==> config.mk <==
export PLATFORM = sky130hd
export DESIGN_NAME = scaled_pixel_fetch
export DESIGN_NICKNAME = d
export VERILOG_FILES = /design/src/rtl/scaled_pixel_fetch.sv
export SDC_FILE = /design/constraint.sdc
export NUM_CORES = 1
export LEC_CHECK = 0
export CAP_MARGIN = 20
export CORE_MARGIN = 5
export CORE_UTILIZATION = 43
export CTS_CLUSTER_SIZE = 40
export DETAILED_ROUTE_END_ITERATION = 12
export GPL_TIMING_DRIVEN = 1
export MAX_ROUTING_LAYER = met4
export PLACE_DENSITY_LB_ADDON = 0.15
export SLEW_MARGIN = 20
export SYNTH_ARGS = -nofsm -noshare
export SYNTH_HDL_FRONTEND = slang
export SYNTH_SLANG_ARGS = --single-unit
==> constraint.sdc <==
create_clock -name clk_pixel_in -period 0.9 [get_ports clk_pixel_in]
set_input_delay 0.09 -clock clk_pixel_in [delete_from_list [all_inputs] [get_ports clk_pixel_in]]
set_output_delay 0.09 -clock clk_pixel_in [all_outputs]
set_load 0.01 [all_outputs]
==> src/rtl/scaled_pixel_fetch.sv <==
// scaled_pixel_fetch
// Maps the display raster onto an integer-upscaled framebuffer. For each
// raster position it computes the framebuffer read address, waits out the
// BRAM read latency and presents the fetched pixel. The syncs, the active
// flag and an end-of-frame pulse arrive in the same cycle as that pixel.
//
// Build option: define SCALE_MIRROR_EN to mirror the framebuffer
// horizontally (selfie view). Latency and reset behaviour are the same in
// both builds.
//
// Ports:
//   clk_pixel_in      pixel clock, all logic on its rising edge
//   rst_in            asynchronous, active-high reset
//   hcount_in         raster column from the timing generator (11 bits)
//   vcount_in         raster line from the timing generator (10 bits)
//   hsync_in          timing-generator hsync
//   vsync_in          timing-generator vsync
//   active_draw_in    timing-generator active-video flag
//   bram_addr_out     framebuffer read address (ADDR_W bits)
//   bram_data_in      framebuffer read data, READ_LATENCY cycles after address
//   scaled_pixel_out  pixel to the colour mux ([7:6] type, [5:0] payload)
//   hsync_out         hsync_in delayed to align with scaled_pixel_out
//   vsync_out         vsync_in delayed to align with scaled_pixel_out
//   active_draw_out   active_draw_in delayed to align with scaled_pixel_out
//   frame_done_out    one-cycle pulse with the output of the last active position
module scaled_pixel_fetch #(
    parameter int H_ACTIVE     = 1280,
    parameter int V_ACTIVE     = 720,
    parameter int SCALE_SHIFT  = 2,
    parameter int FB_WIDTH     = 320,
    parameter int FB_HEIGHT    = 180,
    parameter int ADDR_W       = 16,
    parameter int READ_LATENCY = 2
) (
    input  logic              clk_pixel_in,
    input  logic              rst_in,
    input  logic [10:0]       hcount_in,
    input  logic [9:0]        vcount_in,
    input  logic              hsync_in,
    input  logic              vsync_in,
    input  logic              active_draw_in,
    output logic [ADDR_W-1:0] bram_addr_out,
    input  logic [7:0]        bram_data_in,
    output logic [7:0]        scaled_pixel_out,
    output logic              hsync_out,
    output logic              vsync_out,
    output logic              active_draw_out,
    output logic              frame_done_out
);

    logic [10:0]       w_col;
    logic [9:0]        w_row;
    logic              w_in_region;
    logic              w_last_pos;
    logic [ADDR_W-1:0] w_col_eff;
    logic [ADDR_W-1:0] w_addr;

    // Stage 0: registered address and tags
    logic [ADDR_W-1:0] r_addr;
    logic              r_valid;
    logic              r_hsync;
    logic              r_vsync;
    logic              r_active;
    logic              r_last;

    // Delay line covering the BRAM read latency; index READ_LATENCY-1 is
    // the copy that lines up with bram_data_in.
    logic [READ_LATENCY-1:0] r_dl_valid;
    logic [READ_LATENCY-1:0] r_dl_hsync;
    logic [READ_LATENCY-1:0] r_dl_vsync;
    logic [READ_LATENCY-1:0] r_dl_active;
    logic [READ_LATENCY-1:0] r_dl_last;

    assign w_col = hcount_in >> SCALE_SHIFT;
    assign w_row = vcount_in >> SCALE_SHIFT;

    assign w_in_region = active_draw_in
                         && (32'(w_col) < 32'(FB_WIDTH))
                         && (32'(w_row) < 32'(FB_HEIGHT));

    // The frame-end marker depends only on the raster position, so it fires
    // even when the last position is blanked or outside the framebuffer.
    assign w_last_pos = (32'(hcount_in) == 32'(H_ACTIVE - 1))
                        && (32'(vcount_in) == 32'(V_ACTIVE - 1));

`ifdef SCALE_MIRROR_EN
    assign w_col_eff = ADDR_W'(FB_WIDTH - 1) - ADDR_W'(w_col);
`else
    assign w_col_eff = ADDR_W'(w_col);
`endif

    // Full-width multiply-add: an in-region row*FB_WIDTH+col is always below
    // FB_WIDTH*FB_HEIGHT, which ADDR_W is sized to hold, so nothing is lost.
    assign w_addr = w_in_region ? (ADDR_W'(w_row) * ADDR_W'(FB_WIDTH) + w_col_eff)
                                : '0;

    always_ff @(posedge clk_pixel_in or posedge rst_in) begin
        if (rst_in) begin
            r_addr      <= '0;
            r_valid     <= 1'b0;
            r_hsync     <= 1'b0;
            r_vsync     <= 1'b0;
            r_active    <= 1'b0;
            r_last      <= 1'b0;
            r_dl_valid  <= '0;
            r_dl_hsync  <= '0;
            r_dl_vsync  <= '0;
            r_dl_active <= '0;
            r_dl_last   <= '0;
        end else begin
            r_addr      <= w_addr;
            r_valid     <= w_in_region;
            r_hsync     <= hsync_in;
            r_vsync     <= vsync_in;
            r_active    <= active_draw_in;
            r_last      <= w_last_pos;

            r_dl_valid[0]  <= r_valid;
            r_dl_hsync[0]  <= r_hsync;
            r_dl_vsync[0]  <= r_vsync;
            r_dl_active[0] <= r_active;
            r_dl_last[0]   <= r_last;
            for (int i = 1; i < READ_LATENCY; i++) begin
                r_dl_valid[i]  <= r_dl_valid[i-1];
                r_dl_hsync[i]  <= r_dl_hsync[i-1];
                r_dl_vsync[i]  <= r_dl_vsync[i-1];
                r_dl_active[i] <= r_dl_active[i-1];
                r_dl_last[i]   <= r_dl_last[i-1];
            end
        end
    end

    assign bram_addr_out   = r_addr;
    assign hsync_out       = r_dl_hsync[READ_LATENCY-1];
    assign vsync_out       = r_dl_vsync[READ_LATENCY-1];
    assign active_draw_out = r_dl_active[READ_LATENCY-1];
    assign frame_done_out  = r_dl_last[READ_LATENCY-1];

    // The BRAM output register is the pipeline's last stage; only the mux
    // that blacks out invalid positions sits after it.
    assign scaled_pixel_out = r_dl_valid[READ_LATENCY-1] ? bram_data_in : 8'h00;

endmodule

==> impl_results.md, run 1 <==
- FP Rows: 22
- Fillers: 213
- Largest net degree at the start of global routing: 22
- Hold crit path type: primary input to asynchronous set/reset pin
- Gp weighted congestion: 0.800
- Failing checks: negative setup slack
- Post-route insts no fill: 293
- Clk Latency, worst-skew pair: 0.28 ns
- CP Launch Point: vcount_in[5]
- Initial DRC count: 56
- Final Skew: 0.00606 ns
- Status: complete, but fails checks
- PortBufs: 61
- Ant diodes: 0
- Worst-margin pin slew: 0.381 ns
- Slew margin rel.: 74.5%
- Ys async rst share: 100%
- Multiplexer area fraction after synthesis: 1.24%
- Hold Vio Cnt, Final: 0
- Adder-cell share of the synthesized area: 14.1%
- Die ar.: 5080 um2
- GR Overflow Total: 0
- Reg clk slew, reported paths: 0.06 ns
- Layout Nets: 295
- CP Launch Type: primary input
- DP Cell Count: 279
- Post-synth net total: 190
- Share of layout cells above drive strength 1: 55.1%
- Final HPWL DP: 3710 um
- Clock root cell: clkbuf_8
- Multi-input gate area: 1190 um2
- Final worst path period share: 200%
- Max VDD drop: 796 uV
- Crit path DAT: 1.99 ns
- First-pass GRT wire length: 8340 um
- Post-Syn Area: 1620 um2
- WP data required: 1.09 ns
- DRC: 0
- Yosys warns: 0
- Synth Area in Simple Gates: 21.1%
- Area grow syn2layout: 86.5%
- Syn Area/Cell: 11.6 um2
- CTS tree: yes
- P per Cell Area: 1510 nW/um2
- Die height: 71.3 um
- Vias/cell: 5.15
- EDFF count, synth: 0
- WL per Instance: 17.6 um
- Tot GR Track Use: 22.2%
- Yosys reg bits: 31
- H-tree depth: 2
- Pins Over Slew Limit: 0
- Vias in the first global route: 1,706
- Critical path class: primary input to register
- Peak Freq: 554 MHz
- Post-synthesis sequential area ratio: 48.0%
- Complex-gate fraction of the synthesized area: 9.84%
- Sequential cell area: 776 um2
- FF-to-FF Start: r_last
- Post-synth top flop: dfrtp_1
- Post-synthesis xor/xnor area fraction: 4.34%
- Minimum clock period after layout: 1.80 ns
- Final Power: 4.54 mW
- RSZ-0062 raised after global routing: true
- Initial antenna violation count: 0
- Worst-path fanout max: 2
- Post-route ant nets: 0
- Syn Inst Count: 139
- Leak pwr: 1.37 nW
- Yosys cell types: 41
- DRT Wirelength: 5160 um
- Initial Util: 44.1%
- Final setup viols: 25
- Detailed-route via count: 1,510
- Die width: 71.3 um
- Max-cap violations: 0
- Max Buffers Root-to-Sink: 2
- DR pass1 iterations: 4
- I/O pin count: 62
- Worst setup slack after layout: -0.904 ns
- Largest family of logic cells by synthesized area: simple AND/OR/NAND/NOR gates
- CTS Buf Count: 5
- Critical path endpoint category: register
- Clock sinks: 31
- Placeable Area: 3660 um2
cells in the mapped netlist, types with 3 or more instances:
cell type / number / area [um2]
dfrtp_1: 31 / 776
and2_1: 16 / 100
ha_1: 15 / 188
nor2_1: 11 / 41.3
xnor2_1: 7 / 61.3
inv_1: 5 / 18.8
nand4_1: 4 / 25.0
nor3_1: 4 / 20.0
nand2_1: 3 / 11.3
worst paths after layout:
path | to | slack (ns) | cells after the start
min in group clk_pixel_in | bram_addr_out[6] | 0.19 | 3
max reg2reg | r_dl_last[0] | 0.42 | 0
max in group asynchronous | r_dl_hsync[1] | 0.50 | 3
max | bram_addr_out[15] | -0.90 | 11
min reg2reg | r_dl_vsync[0] | 0.35 | 0
min | bram_addr_out[5] | 0.03 | 2
area by class of cell:
cell class,count,share of cell area (%)
multi-input combinational,102,39.6
timing repair buffer,98,27.9
sequential,31,25.7
clock buffer,6,2.74
tap,48,1.99
clock inverter,2,1.16
inverter,6,0.831
registers in the layout, indices dropped and copies added (netlist names):
name	flops
bram_addr_out	16
r_active	1
r_dl_active	2
r_dl_hsync	2
r_dl_last	2
r_dl_valid	2
r_dl_vsync	2
r_hsync	1
r_last	1
r_valid	1
r_vsync	1
routing by layer:
layer / vias to the layer above / routed length [um] / global-route usage, %
met5: - / 0 / -
li1: 702 / - / -
met2: 59 / 2890 / 41.6
met4: 0 / 128 / 9.81
met3: 13 / 288 / 5.05
met1: 736 / 1850 / 21.3
stage by stage:
step | hold WS, ns | area (um2) | worst slack [ns] | utilization [%] | TNS, ns
after CTS | 0.0235 | 2980 | -0.821 | 81.3 | -9.93
final | 0.0277 | 3010 | -0.904 | 82.3 | -10.47
after floorplan | 0.121 | 1740 | -0.980 | - | -4.47
after detailed placement | 0.315 | 2670 | -1.66 | 72.8 | -22.60
after global placement | 0.313 | 2670 | -1.53 | 72.8 | -21.06
after global routing | 0.0246 | 3010 | -0.960 | 82.3 | -11.60
what timing repair did:
item                       in CTS  in global routing
pin swaps                      26                 11
hold buffers                    0                  0
resized for setup             175                 17
setup buffers                   5                  2
setup endpoints to repair      46                 34
cells by family after synthesis:
family,count (synthesis)
AO/OA/AOI/OAI,19
XOR/XNOR,8
flip-flops,31
multiplexers,2
adder cells (fa/ha/maj),17
buffers and inverters,6
AND/OR/NAND/NOR,56
report_power, final:
| group | total, mW | internal, mW | switching [mW] | leakage (nW) |
|---|---|---|---|---|
| combinational | 1.64 | 0.905 | 0.735 | 0.906 |
| clock | 1.40 | 0.895 | 0.505 | 0.0612 |
| sequential | 1.50 | 1.47 | 0.0256 | 0.402 |
placed cells by master, fill, tap and decap left out, types with 3 or more instances in the layout:
| cell | count |
|---|---|
| and2_1 | 8 |
| and2_4 | 8 |
| buf_12 | 3 |
| buf_2 | 20 |
| buf_4 | 30 |
| buf_6 | 12 |
| clkbuf_8 | 6 |
| clkdlybuf4s50_1 | 24 |
| dfrtp_1 | 31 |
| dlygate4sd2_1 | 4 |
| ha_4 | 15 |
| inv_1 | 3 |
| nand4_1 | 4 |
| nor2_1 | 8 |
| o21ai_2 | 3 |
| xnor2_1 | 4 |
critical path: stages:
cell and delay (ns):
buf_8 0.10, ha_4 0.26, ha_4 0.12, inv_2 0.04, fa_2 0.40, and2b_2 0.26, buf_6 0.09, o221ai_2 0.08
mux2i_1 0.14, a31o_2 0.22, mux2i_1 0.18
Note: power is estimated with default switching activity, not from simulation.
==> run 2, diff against run 1 <==
CTS_CLUSTER_DIAMETER = 150   (was unset)
GPL_ROUTABILITY_DRIVEN = 1   (was unset)
==> results of run 2 <==
Same layout as run 1: the final DEF is identical, and so are final timing and power.
